[src/rtl/fp_wb_pkg.sv]
// Shared types and default sizes for the FP register writeback arbiter.
package fp_wb_pkg;

    localparam int unsigned WB_DEPTH = 4;
    localparam int unsigned WB_DW    = 32;
    localparam int unsigned WB_AW    = 5;
    localparam int unsigned CNT_W    = $clog2(WB_DEPTH) + 1;

    typedef struct packed {
        logic [WB_AW-1:0] n;
        logic [WB_DW-1:0] d;
    } wb_entry_t;

endpackage

[src/rtl/fp_wb_queue.sv]
// In-order 2-push/1-pop circular buffer of pending FP register writes with
// two youngest-match lookup ports.
module fp_wb_queue
    import fp_wb_pkg::*;
#(
    parameter int unsigned DEPTH = WB_DEPTH,
    parameter int unsigned DW    = WB_DW,
    parameter int unsigned AW    = WB_AW,
    parameter int unsigned CW    = $clog2(DEPTH) + 1
) (
    input  logic          clk,
    input  logic          clrn,
    input  logic          push0,
    input  logic [AW-1:0] push0_n,
    input  logic [DW-1:0] push0_d,
    input  logic          push1,
    input  logic [AW-1:0] push1_n,
    input  logic [DW-1:0] push1_d,
    input  logic          pop,
    output logic [AW-1:0] head_n,
    output logic [DW-1:0] head_d,
    output logic [CW-1:0] cnt,
    input  logic [AW-1:0] qa_n,
    input  logic [AW-1:0] qb_n,
    output logic          qa_hit,
    output logic [DW-1:0] qa_d,
    output logic          qb_hit,
    output logic [DW-1:0] qb_d
);

    localparam int unsigned PW = $clog2(DEPTH);

    logic [AW-1:0] n_mem [DEPTH];
    logic [DW-1:0] d_mem [DEPTH];
    logic [PW-1:0] head_q, tail_q;
    logic [CW-1:0] cnt_q;
    logic [PW-1:0] tail_p1;

    assign tail_p1 = tail_q + PW'(1);

    always_ff @(posedge clk) begin
        if (!clrn) begin
            head_q <= '0;
            tail_q <= '0;
            cnt_q  <= '0;
        end else begin
            if (push0) begin
                n_mem[tail_q] <= push0_n;
                d_mem[tail_q] <= push0_d;
            end
            // The second push lands behind the first so age order is kept.
            if (push1) begin
                n_mem[push0 ? tail_p1 : tail_q] <= push1_n;
                d_mem[push0 ? tail_p1 : tail_q] <= push1_d;
            end
            tail_q <= tail_q + PW'(push0) + PW'(push1);
            head_q <= head_q + PW'(pop);
            cnt_q  <= cnt_q + CW'(push0) + CW'(push1) - CW'(pop);
        end
    end

    assign head_n = n_mem[head_q];
    assign head_d = d_mem[head_q];
    assign cnt    = cnt_q;

    // Walk oldest to youngest so the last match seen is the youngest.
    always_comb begin
        qa_hit = 1'b0;
        qa_d   = '0;
        qb_hit = 1'b0;
        qb_d   = '0;
        for (int i = 0; i < DEPTH; i++) begin
            if (CW'(i) < cnt_q) begin
                if (n_mem[head_q + PW'(i)] == qa_n) begin
                    qa_hit = 1'b1;
                    qa_d   = d_mem[head_q + PW'(i)];
                end
                if (n_mem[head_q + PW'(i)] == qb_n) begin
                    qb_hit = 1'b1;
                    qb_d   = d_mem[head_q + PW'(i)];
                end
            end
        end
    end

endmodule

[src/rtl/fp_wb_arbiter.sv]
// Merges FPU and lwc1 register writes onto one FPR write port, queueing the
// losing write and stalling the IU before the queue can overflow.
module fp_wb_arbiter
    import fp_wb_pkg::*;
#(
    parameter int unsigned DEPTH = WB_DEPTH,
    parameter int unsigned DW    = WB_DW,
    parameter int unsigned AW    = WB_AW
) (
    input  logic                     clk,
    input  logic                     clrn,
    input  logic [DW-1:0]            fwd,
    input  logic [AW-1:0]            fwn,
    input  logic                     fww,
    input  logic [DW-1:0]            lwd,
    input  logic [AW-1:0]            lwn,
    input  logic                     lww,
    output logic [DW-1:0]            wr_d,
    output logic [AW-1:0]            wr_n,
    output logic                     wr_we,
    input  logic [AW-1:0]            qa_n,
    input  logic [AW-1:0]            qb_n,
    output logic                     qa_hit,
    output logic [DW-1:0]            qa_d,
    output logic                     qb_hit,
    output logic [DW-1:0]            qb_d,
    output logic                     stl_wb,
    output logic [$clog2(DEPTH):0]   cnt,
    output logic                     ovf
);

    localparam int unsigned CW = $clog2(DEPTH) + 1;

    logic [AW-1:0] head_n;
    logic [DW-1:0] head_d;
    logic          pop, fpu_direct, lw_direct;
    logic          push0_req, push1_req, push0, push1;
    logic          full, drop;
    logic [CW-1:0] cnt_next;
    logic          stl_q, ovf_q;

    always_comb begin
        wr_we      = 1'b0;
        wr_n       = '0;
        wr_d       = '0;
        pop        = 1'b0;
        fpu_direct = 1'b0;
        lw_direct  = 1'b0;
        if (clrn) begin
            if (cnt != '0) begin
                wr_we = 1'b1;
                wr_n  = head_n;
                wr_d  = head_d;
                pop   = 1'b1;
            end else if (fww) begin
                wr_we      = 1'b1;
                wr_n       = fwn;
                wr_d       = fwd;
                fpu_direct = 1'b1;
            end else if (lww) begin
                wr_we     = 1'b1;
                wr_n      = lwn;
                wr_d      = lwd;
                lw_direct = 1'b1;
            end
        end
    end

    // Below full there is always room for two pushes (a pop frees a slot
    // whenever the queue is non-empty); at full every push is dropped.
    assign push0_req = clrn && fww && !fpu_direct;
    assign push1_req = clrn && lww && !lw_direct;
    assign full      = (cnt == CW'(DEPTH));
    assign drop      = full && (push0_req || push1_req);
    assign push0     = push0_req && !full;
    assign push1     = push1_req && !full;
    assign cnt_next  = cnt + CW'(push0) + CW'(push1) - CW'(pop);

    always_ff @(posedge clk) begin
        if (!clrn) begin
            stl_q <= 1'b0;
            ovf_q <= 1'b0;
        end else begin
            stl_q <= (cnt_next >= CW'(DEPTH - 1));
            if (drop) begin
                ovf_q <= 1'b1;
            end
        end
    end

    assign stl_wb = stl_q;
    assign ovf    = ovf_q;

    fp_wb_queue #(
        .DEPTH (DEPTH),
        .DW    (DW),
        .AW    (AW),
        .CW    (CW)
    ) u_queue (
        .clk     (clk),
        .clrn    (clrn),
        .push0   (push0),
        .push0_n (fwn),
        .push0_d (fwd),
        .push1   (push1),
        .push1_n (lwn),
        .push1_d (lwd),
        .pop     (pop),
        .head_n  (head_n),
        .head_d  (head_d),
        .cnt     (cnt),
        .qa_n    (qa_n),
        .qb_n    (qb_n),
        .qa_hit  (qa_hit),
        .qa_d    (qa_d),
        .qb_hit  (qb_hit),
        .qb_d    (qb_d)
    );

endmodule
[config.mk]
export PLATFORM = sky130hd
export DESIGN_NAME = fp_wb_arbiter
export DESIGN_NICKNAME = d
export VERILOG_FILES = /design/src/rtl/fp_wb_pkg.sv /design/src/rtl/fp_wb_queue.sv /design/src/rtl/fp_wb_arbiter.sv
export SDC_FILE = /design/constraint.sdc
export NUM_CORES = 1
export LEC_CHECK = 0
export CORE_AREA = 2 2 176 178
export DETAILED_ROUTE_END_ITERATION = 12
export DIE_AREA = 0 0 178 180
export DONT_BUFFER_PORTS = 1
export SLEW_MARGIN = 5
export SYNTH_ARGS = -nofsm -noshare
export SYNTH_HDL_FRONTEND = slang
export SYNTH_SLANG_ARGS = --single-unit
[constraint.sdc]
create_clock -name clk -period 5.53 [get_ports clk]
set_clock_uncertainty 0.15 [all_clocks]
set_input_delay 0.8295 -clock clk [delete_from_list [all_inputs] [get_ports clk]]
set_output_delay 0.8295 -clock clk [all_outputs]
set_load 0.01 [all_outputs]
-- Word-level counts from Yosys, hierarchy flattened
Memory sizes are Yosys's and may differ from the RTL's. A register that Yosys moved wholly into a read port is not among the register bits.
Cells that the tools add are included.
- bits in writable memories: 148
- memories: 2
- register bits: 9
- logic and storage cells: 104
- input bits: 88
- output and inout port bits: 109
- $lt $le $gt $ge: 5
- multiplexer cells: 61
- eq/ne operators: 9
- reduce and logical (&&, ||, !) cells: 12
- add/subtract/negate cells: 10
- memory list (name ; depth ; bits a word ; rd ports ; clocked after memory_dff ; write ports ; line ; text):
    u_queue.d_mem ; 4 ; 32 ; 4 ; 1 ; 2 ; fp_wb_queue.sv:34 ; logic [DW-1:0] d_mem [DEPTH];
    u_queue.n_mem ; 4 ; 5 ; 4 ; 1 ; 2 ; fp_wb_queue.sv:33 ; logic [AW-1:0] n_mem [DEPTH];
- operators by type and width (operator ; number):
    32-bit 2-to-1 mux ; 20
    5-bit == test ; 8
    1-bit 2-to-1 mux ; 34
    5-bit 2-to-1 mux ; 4
    1-bit logical AND ; 7
    2-bit by 1-bit adder with 2-bit output ; 3
    3-bit by 1-bit adder with 3-bit output ; 2
    1-bit by 3-bit < comparator with 1-bit output, first input constant ; 2
    2-bit by 3-bit < comparator with 1-bit output, first input constant ; 2
    2-bit 2-to-1 mux ; 3
    2-bit by 1-bit adder with 2-bit output, second input constant ; 2
    2-bit adder, second input constant ; 2
    3-bit == test, second input constant ; 1
    3-bit by 2-bit greater-or-equal comparator with 1-bit output, second input constant ; 1
    1-bit logical NOT ; 3
    3-bit nonzero test ; 1
    3-bit by 1-bit subtractor with 3-bit output ; 1
    1-bit logical OR ; 1

-- Logic depth before layout (Yosys ltp)
Gate-level depths: netlist of run 1.
- word-level depth: 10
- gate-level depth with buffers: 11
- depth with buffers taken out: 10

-- Modules after synthesis
From an unflattened synthesis of run 1, not the netlist that was laid out.
- cells, all modules: 1427
- area, all modules: 13978.4 sq um
- modules (own cells, without submodules) (module ; instances ; cells each ; area an instance (sq um)):
    fp_wb_queue ; 1 ; 1269 ; 12957.4
    fp_wb_arbiter ; 1 ; 158 ; 1021.0

-- Worst setup path before layout of run 1
No wires, ideal clock.
- kind: input to register
- start point: input port clrn
- end point: memory u_queue.d_mem[2][0] (netlist name), enable pin
- cell stages on the path: 9
- library setup time: 393 ps
- arrival time: 3186 ps
- buffers on the path: 3
- path slack: 1801 ps
- cell sequence: inv_2 or3_1 clkbuf_1 clkinv_1 nand3_1 a21oi_1 buf_1 buf_2 a21o_1
- RTL lines (element ; line ; text):
    start: declaration ; fp_wb_arbiter.sv:11 ; input logic clrn,
    end: declaration ; fp_wb_queue.sv:34 ;

-- Worst setup path after layout of run 1
- start point: register u_queue.head_q[0]
- end point: output port qb_d[1]
- cells in the longest elaborated chain, start to end: 9
- elaborated cells between the ends (all ways): 14
- RTL lines (element ; line ; text):
    start: declaration ; fp_wb_queue.sv:35 ; logic [PW-1:0] head_q, tail_q;
    start signal: assignment ; fp_wb_queue.sv:57 ; head_q <= head_q + PW'(pop);
    2-bit by 1-bit adder with 2-bit output ; fp_wb_queue.sv:78, fp_wb_queue.sv:80 ;
    memory read 4 x 5 bit ; n/a ;
    5-bit == test ; fp_wb_queue.sv:78 ; if (n_mem[head_q + PW'(i)] == qb_n) begin
    32-bit 2-to-1 mux ; fp_wb_queue.sv:78 ;
    32-bit 2-to-1 mux ; fp_wb_queue.sv:73 ; if (CW'(i) < cnt_q) begin
    32-bit 2-to-1 mux ; fp_wb_queue.sv:78 ;
    32-bit 2-to-1 mux ; fp_wb_queue.sv:73 ;
    32-bit 2-to-1 mux ; fp_wb_queue.sv:78 ;
    32-bit 2-to-1 mux (*) ; fp_wb_queue.sv:73 ;
    end: declaration ; fp_wb_arbiter.sv:26 ; output logic [DW-1:0] qb_d,
Every way passes the cells marked *; elsewhere a longest branch is shown, timed or not.

==> impl_metrics.json, run 1 <==
{
  "cap_violations": 0,
  "busiest_layer": "met2",
  "numCtsBuffers": 17,
  "yosys_warnings": 0,
  "hold_class": "input pin to flop",
  "grt_pass1_vias": 10332,
  "ios": 197,
  "gr-usage-met3_pct": 5.63,
  "tns_ps": 0,
  "post-synth-top-area-fraction_pct": 33.3,
  "clk_path_buf_depth": 2,
  "cp-end-kind": "output pin",
  "post-route-period-util_pct": 95.3,
  "relSlewSlack_pct": 18.6,
  "routed_wl_mm": 42.0,
  "clk_pin_slew_ps": 70,
  "drive_above_1_share_pct": 23.4,
  "fmax_ghz": 0.190,
  "p_switching_mw": 2.37,
  "rsz0062_at_grt": "false",
  "port_buffers": 0,
  "drt_first_iter_violations": 902,
  "layout.cells.non_filler": 1620,
  "clkPwrFrac_pct": 21.2,
  "initial_core_util_pct": 44.2,
  "p_int_mw": 3.09,
  "drt_first_pass_iters": 5,
  "dp.cells": 1588,
  "fin_area_sq_um": 14200,
  "syn_to_final_growth_pct": 6.20,
  "dpl_cell_area_sq_um": 13600,
  "hold_slack_ps": 380,
  "grt_start_max_net_pins": 114,
  "ctsResizeCount": 0,
  "async_flop_share_pct": 0,
  "cp_max_fo": 75,
  "report.power.total_mw": 5.47,
  "grt_use_total_pct": 25.9,
  "avgSynthCellArea_sq_um": 10.4,
  "multi_input_area_sq_um": 8160,
  "synth_top_cell_by_area": "edfxtp_1",
  "grt_overflow": 0,
  "reg2reg_setup_slack_ps": 2200,
  "vias": 10690,
  "crit_chain": "buf_4 -> inv_4 -> a21oi_1 -> and4b_1 -> o2111ai_1 -> or4_2 -> o221ai_1 -> buf_4",
  "place.gp.congestion": 0.933,
  "yosysSeqAreaShare_pct": 34.7,
  "seqPwrFrac_pct": 30.2,
  "cp_slowest_cell": "or4_2",
  "core_region_area_sq_um": 30200,
  "ant_nets": 0,
  "fin_nets": 1310,
  "final_common_cell": "mux2_2",
  "critPathArrivalTime_ps": 4290,
  "leakage_nw": 4.73,
  "worstMarginPinSlew_ps": 1220,
  "drc": 0,
  "maxSlewViolCount": 0,
  "register_area_sq_um": 4630,
  "placementRows": 64,
  "layout_setup_ws_ps": 257,
  "synth_edf_count": 148,
  "syn_area_sq_um": 13300,
  "use_met2_pct": 41.4,
  "tritoncts": "yes",
  "synthesis.nets": 1388,
  "pwr-share-comb_pct": 48.6,
  "critical-path-max-stage-delay_ps": 1120,
  "dieArea_sq_um": 32000,
  "die_w_um": 178,
  "die_y_um": 180,
  "cts_root_buffer": "clkbuf_16",
  "utilization_pct": 46.9,
  "fillCellCount": 2796,
  "final_cell_mix": "mux2_2 (183), nand2_1 (158), edfxtp_1 (148)",
  "viasPerCell": 6.60,
  "yosysUniqueCellTypes": 51,
  "diodes": 0,
  "hold_buffers": 0,
  "synth_seq_cells": 157,
  "place_ws_ps": 782,
  "pwr_density_cell_nw_per_um2": 386,
  "post_drt_wl_per_cell_um": 26.0,
  "synthFlopType": "edfxtp_1",
  "worstSetupStartpointType": "flop",
  "period_minus_slack_ps": 5270,
  "crit_required_ps": 4550,
  "cpMostUsedCell": "buf_4",
  "irDropWorstVdd_uv": 371,
  "antenna_found_initial": 0,
  "synthCells": 1289,
  "finalSetupViolations": 0,
  "status": "finished clean",
  "critical_path_class": "flop to output pin",
  "grt_util_met1_pct": 35.3,
  "grt_pass1_wl_mm": 63.5,
  "post_cts_buffers": 0,
  "final-hold-violation-count": 0,
  "htree_levels": 4,
  "swShare_pct": 43.4,
  "dp_hpwl_mm": 26.8,
  "cts.sinks": 157,
  "clkLatencyLatePin_ps": 430,
  "synth_area_leaders": "edfxtp_1 (33%), mux2_2 (15%), mux2i_1 (9.8%), nand2_1 (4.6%), a21oi_1 (2.6%)"
}
## sequential cells by signal, summed over array words and instances (netlist names)
name	cells
stl_wb	1
u_queue.tail_q	2
u_queue.d_mem	128
ovf	1
u_queue.cnt	3
u_queue.head_q	2
u_queue.n_mem	20
## power by group through the flow
| stage | Clock, mW | Sequential [mW] | Combinational [mW] |
|---|---|---|---|
| 2_1_floorplan | 0 | 1.57 | 2.08 |
| 5_1_grt | 1.22 | 1.67 | 2.88 |
| 3_3_place_gp | 0 | 1.67 | 2.59 |
| 3_5_place_dp | 0 | 1.67 | 2.62 |
| 6_report | 1.16 | 1.65 | 2.66 |
| 4_1_cts | 1.18 | 1.65 | 2.63 |
## critical path: cells and delay by family, from the launching register on
family	cells	cell delay, ps
DFF	1	740
buffers and inverters	3	1040
and+or+nand+nor	2	1340
AOI/OAI and AO/OA	3	720
## cell type report
cell class	count	share of cell area (%)
multi-input cells	986	57.6
inverters	20	0.547
flip-flops and latches	157	32.7
repair buffers	29	1.71
clock buffers	18	3.03
clock inverters	14	0.954
well taps	396	3.50
## logic make-up (layout without fill, tap and decap cells)
group,count (synthesis),in the layout,share of synthesized area (%)
AOI/OAI and AO/OA,315,315,16.9
adders and majority gates,11,11,1.20
and+or+nand+nor,284,284,10.6
buffers and inverters,146,81,4.85
DFF,157,157,34.7
muxes,334,334,29.0
xor gates and xnor gates,42,42,2.76
## path summary, 6_finish.rpt
| path | cells past startpoint | end | start |
|---|---|---|---|
| worst max register to register | 7 | u_queue.n_mem[0][4]$_DFFE_PP_ | u_queue.cnt[1]$_SDFF_PN0_ |
| worst min register to register | 2 | ovf$_SDFFE_PN0P_ | ovf$_SDFFE_PN0P_ |
| worst min-delay path | 1 | u_queue.tail_q[0]$_SDFF_PN0_ | clrn |
| worst max-delay path | 8 | qb_d[1] | u_queue.head_q[0]$_SDFF_PN0_ |
## routing by layer
metal	share of wire (%)	up-vias	wire [um]
li1	-	4876	-
met1	44	5282	18500
met2	46	480	19300
met3	8.1	52	3400
met4	2.0	0	836
met5	0	-	0
## Yosys cell counts (all sizes together) (4+ instances only)
cell type and n:
a211oi 35, a21o 5, a21oi 70, a221o 4
a221oi 33, and2 4, and4b 31, buf 56
clkbuf 70, dfxtp 9, edfxtp 148, ha 8
inv 19, mux2 183, mux2i 130, mux4 21
nand2 162, nand2b 25, nand3 6, nand4 5
nor2 19, nor2b 5, nor3 19, o211a 4
o21ai 65, o221ai 32, o311a 26, o31ai 34
xnor2 31, xor2 11
No activity file was read; power rests on OpenSTA's default activity.
==> run 2, diff against run 1 <==
--- a/config.mk
+++ b/config.mk
@@ -9,6 +9,7 @@
 export DETAILED_ROUTE_END_ITERATION = 12
 export DIE_AREA = 0 0 178 180
 export DONT_BUFFER_PORTS = 1
+export RECOVER_POWER = 50
 export SLEW_MARGIN = 5
 export SYNTH_ARGS = -nofsm -noshare
 export SYNTH_HDL_FRONTEND = slang
==> constraint.sdc (replaced) <==
create_clock -name clk -period 6.6 [get_ports clk]
set_clock_uncertainty 0.15 [all_clocks]
set_input_delay 0.99 -clock clk [delete_from_list [all_inputs] [get_ports clk]]
set_output_delay 0.99 -clock clk [all_outputs]
set_load 0.01 [all_outputs]
==> impl_metrics.json, run 2 (synthesis gave the netlist of run 1 again) <==
{
  "die_w_um": 178,
  "critical-path-max-stage-delay_ps": 800,
  "fmax_ghz": 0.187,
  "pwr_density_cell_nw_per_um2": 325,
  "clk_path_buf_depth": 2,
  "grt_pass1_wl_mm": 62.6,
  "maxSlewViolCount": 138,
  "crit_chain": "mux4_1 -> xnor2_1 -> nand4_1 -> or3_2 -> inv_1 -> nor3_1 -> o31ai_1",
  "critical_path_class": "flop to output pin",
  "largest_reg_flops": 128,
  "viasPerCell": 6.60,
  "finalSetupViolations": 0,
  "period_minus_slack_ps": 5340,
  "layout.cells.non_filler": 1615,
  "crit_required_ps": 5460,
  "regMostFlops": "u_queue.d_mem",
  "drc": 0,
  "violations": "capacitance limit, slew limit",
  "hold_slack_ps": 408,
  "tns_ps": 0,
  "drive_above_1_share_pct": 22.3,
  "post_cts_buffers": 0,
  "numCtsBuffers": 17,
  "cp_slowest_cell": "dfxtp_4",
  "cp_max_fo": 55,
  "cts_root_buffer": "clkbuf_16",
  "dp_hpwl_mm": 26.4,
  "tritoncts": "yes",
  "critPathArrivalTime_ps": 4200,
  "layout_setup_ws_ps": 1260,
  "die_y_um": 180,
  "place.gp.congestion": 0.856,
  "worst-path-buf-inv": 1,
  "worstMarginPinSlew_ps": 3200,
  "cp-end-kind": "output pin",
  "relSlewSlack_pct": -113,
  "initial_core_util_pct": 44.2,
  "vias": 10662,
  "diodes": 0,
  "grt_use_total_pct": 25.8,
  "place_ws_ps": 1730,
  "fillCellCount": 2802,
  "port_buffers": 0,
  "post_drt_wl_per_cell_um": 25.9,
  "post-route-period-util_pct": 81.0,
  "r2r-start": "u_queue.cnt[1]$_SDFF_PN0_",
  "final_common_cell": "mux2_2",
  "crit_family": "simple AND/OR/NAND/NOR gates",
  "worstHoldStart": "ovf$_SDFFE_PN0P_",
  "dieArea_sq_um": 32000,
  "ios": 197,
  "dp.cells": 1584,
  "hold_buffers": 0,
  "report.power.total_mw": 4.59,
  "multi_input_area_sq_um": 8160,
  "final-hold-violation-count": 0,
  "drt_first_iter_violations": 865,
  "cap_violations": 4,
  "critPathLaunch": "u_queue.head_q[0]$_SDFF_PN0_",
  "core_region_area_sq_um": 30200,
  "irDropWorstVdd_uv": 195,
  "clk_pin_slew_ps": 60,
  "routed_wl_mm": 41.8,
  "htree_levels": 4,
  "status": "finished, violations left",
  "grt_overflow": 0,
  "ant_nets": 0,
  "leakage_nw": 4.70,
  "fin_nets": 1306,
  "rsz0062_at_grt": "false",
  "final_cell_mix": "mux2_2 (183), nand2_1 (158), edfxtp_1 (148)",
  "clkLatencyLatePin_ps": 420,
  "hold_class": "flop to flop",
  "worstSetupStartpointType": "flop",
  "ctsResizeCount": 0,
  "cts.sinks": 157,
  "register_area_sq_um": 4630,
  "antenna_found_initial": 0,
  "syn_to_final_growth_pct": 5.85,
  "grt_pass1_vias": 10447,
  "grt_start_max_net_pins": 70,
  "placementRows": 64,
  "drt_first_pass_iters": 7
}
## run 2: final timing paths
| check | depth (start not counted) | slack (ps) | to |
|---|---|---|---|
| worst max register to register | 7 | 1690 | u_queue.d_mem[2][19]$_DFFE_PP_ |
| worst max-delay path | 7 | 1260 | qa_d[7] |
| worst min-delay path | 2 | 410 | ovf$_SDFFE_PN0P_ |
| worst min register to register | 2 | 410 | ovf$_SDFFE_PN0P_ |
## run 2: through the flow
step,utilization (%),area (sq um)
after floorplan,-,13300
after global placement,44.9,13600
after detailed placement,44.9,13600
after CTS,46.9,14100
after global routing,46.8,14100
final,46.8,14100
## run 2: final cells by class
cell class | count | share of cell area, %
Clock buffer | 18 | 3.04
Clock inverter | 13 | 1.17
Inverter | 20 | 0.549
Multi-Input combinational cell | 986 | 57.7
Sequential cell | 157 | 32.8
Tap cell | 396 | 3.51
Timing Repair Buffer | 25 | 1.20
## run 2: report_power, final
part	total (mW)	leakage, nW	internal, mW	switching (mW)
logic	2.18	3.00	0.804	1.37
registers	1.39	1.42	1.24	0.148
clock network	1.02	0.282	0.596	0.425
## run 2: metal layers
metal / track usage [%] / vias up / share of wire [%]
met3: 4.63 / 48 / 6.5
li1: - / 4858 / -
met1: 33.6 / 5348 / 43
met4: 7.67 / 0 / 2.0
met2: 43.6 / 408 / 48
met5: 0 / - / 0
## run 2: tightest hold or removal path: stages, from the launching register on
cell and delay, ps:
dfxtp_1 390, a21oi_1 60, nor2_1 70
==> run 3, diff against run 2 <==
==> constraint.sdc (replaced) <==
create_clock -name clk -period 4.9 [get_ports clk]
set_clock_uncertainty 0.15 [all_clocks]
set_input_delay 0.735 -clock clk [delete_from_list [all_inputs] [get_ports clk]]
set_output_delay 0.735 -clock clk [all_outputs]
set_load 0.01 [all_outputs]
==> impl_metrics.json, run 3 (synthesis gave the netlist of run 1 again) <==
{
  "status": "finished, violations left",
  "violations": "capacitance limit, slew limit",
  "finalSetupViolations": 0,
  "seqPwrFrac_pct": 29.7,
  "crit_required_ps": 4010,
  "core_region_area_sq_um": 30200,
  "swShare_pct": 42.9,
  "cp_slowest_cell": "or4_2",
  "r2r_cells": 7,
  "crit_family": "simple AND/OR/NAND/NOR gates",
  "numCtsBuffers": 17,
  "utilization_pct": 47.4,
  "die_w_um": 178,
  "r2r-start": "u_queue.cnt[1]$_SDFF_PN0_",
  "initial_core_util_pct": 44.2,
  "grt_pass1_vias": 10656,
  "irDropWorstVdd_uv": 274,
  "ios": 197,
  "cap_violations": 5,
  "cp_max_fo": 19,
  "fin_area_sq_um": 14300,
  "busiest_layer": "met2",
  "routed_wl_mm": 42.3,
  "diodes": 0,
  "period_minus_slack_ps": 4680,
  "fin_nets": 1333,
  "grt_start_max_net_pins": 109,
  "use_met2_pct": 42.9,
  "pwr_density_cell_nw_per_um2": 431,
  "worstHoldStart": "clrn",
  "drive_above_1_share_pct": 23.8,
  "vias": 10920,
  "antenna_found_initial": 0,
  "dp_hpwl_mm": 27.6,
  "leakage_nw": 4.82,
  "critical-path-max-stage-delay_ps": 930,
  "layout_setup_ws_ps": 216,
  "hold_slack_ps": 285,
  "relSlewSlack_pct": -44.7,
  "worstMarginPinSlew_ps": 2170,
  "tritoncts": "yes",
  "port_buffers": 0,
  "clk_pin_slew_ps": 70,
  "cp-end-kind": "output pin",
  "drt_first_iter_violations": 1037,
  "clkLatencyLatePin_ps": 430,
  "maxSlewViolCount": 126,
  "drt_first_pass_iters": 5,
  "crit_chain": "mux4_1 -> xnor2_1 -> nand4_1 -> nor2_4 -> or4_2 -> buf_4 -> o221ai_1",
  "rsz0062_at_grt": "false",
  "grt_pass1_wl_mm": 64.1,
  "die_y_um": 180,
  "r2r_end": "u_queue.n_mem[2][3]$_DFFE_PP_",
  "hold_class": "input pin to flop",
  "hold_buffers": 0,
  "placementRows": 64,
  "grt_overflow": 0,
  "fmax_ghz": 0.213,
  "dieArea_sq_um": 32000,
  "clkPwrFrac_pct": 21.0,
  "p_int_mw": 3.52,
  "grt_util_met1_pct": 34.9,
  "drc": 0,
  "final_common_cell": "mux2_2",
  "clk_path_buf_depth": 2,
  "cts.sinks": 157,
  "whs_path_depth": 1,
  "place.gp.congestion": 0.881,
  "tns_ps": 0,
  "largest_reg_flops": 128,
  "worst-path-buf-inv": 1,
  "worstSetupStartpointType": "flop",
  "final_cell_mix": "mux2_2 (183), nand2_1 (160), edfxtp_1 (148)",
  "post_drt_wl_per_cell_um": 25.8,
  "grt_use_total_pct": 26.2,
  "htree_levels": 4,
  "viasPerCell": 6.65,
  "cts_root_buffer": "clkbuf_16",
  "regMostFlops": "u_queue.d_mem",
  "critPathArrivalTime_ps": 3800,
  "critical_path_class": "flop to output pin",
  "place_ws_ps": 598,
  "gr-usage-met3_pct": 5.50,
  "reg2reg_setup_slack_ps": 310,
  "fillCellCount": 2795,
  "pwr-share-comb_pct": 49.3,
  "dpl_cell_area_sq_um": 13800,
  "final-hold-violation-count": 0,
  "syn_to_final_growth_pct": 7.21,
  "holdPathEnd": "u_queue.tail_q[0]$_SDFF_PN0_",
  "ant_nets": 0,
  "post-route-period-util_pct": 95.6,
  "p_switching_mw": 2.65
}
==> run 3: per-stage QoR <==
step	cells	power, mW
2_1_floorplan	1289	4.13
6_report	1643	6.17
5_1_grt	1643	6.55
3_3_place_gp	1610	4.84
4_1_cts	1642	6.17
3_5_place_dp	1610	4.87
==> run 3: how the worst max path moves through the flow <==
stage	startpoint	endpoint	slack (ps)	depth (start not counted)
finish	u_queue.head_q[0]$_SDFF_PN0_	qb_d[14]	220	7
CTS	u_queue.head_q[0]$_SDFF_PN0_	qb_d[14]	120	7
detailed placement	u_queue.head_q[0]$_SDFF_PN0_	qb_d[14]	600	7
global placement	u_queue.head_q[0]$_SDFF_PN0_	qb_d[14]	660	7
global route	u_queue.head_q[0]$_SDFF_PN0_	qb_d[1]	130	8
floorplan	clrn	u_queue.d_mem[2][0]$_DFFE_PP_	1270	9
==> run 3: layout make-up <==
type	instances	area, sq um	area share [%]
Inverter	20	77.6	0.542
Clock inverter	14	134	0.936
Clock buffer	18	429	3.00
Sequential cell	157	4630	32.4
Timing Repair Buffer	52	417	2.91
Tap cell	396	495	3.46
Multi-Input combinational cell	986	8120	56.8
==> run 3: per-layer routing <==
layer / share of wire, % / routed length [um] / vias up
li1: - / - / 4912
met1: 42 / 17900 / 5451
met2: 47 / 19900 / 494
met3: 8.2 / 3450 / 63
met4: 2.4 / 1000 / 0
met5: 0 / 0 / -
==> run 3: worst register-to-register path: stages (launching register included) <==
cell and delay [ps]:
dfxtp_1 600, nor2_1 130, or3_1 460, clkinv_1 220, nand3_1 120, a21oi_1 1650
a21o_1 390, clkbuf_4 510
==> run 3: power by group through the flow <==
stage | registers, mW | clock network, mW | logic [mW]
2_1_floorplan | 1.78 | 0 | 2.35
3_3_place_gp | 1.86 | 0 | 2.98
3_5_place_dp | 1.87 | 0 | 3.00
4_1_cts | 1.84 | 1.31 | 3.02
5_1_grt | 1.85 | 1.37 | 3.32
6_report | 1.83 | 1.29 | 3.04
==> run 3: timing repair <==
action | CTS | global route
setup endpoints to repair | 0 | 2
buffers inserted | 0 | 1
gates resized for setup | 0 | 0
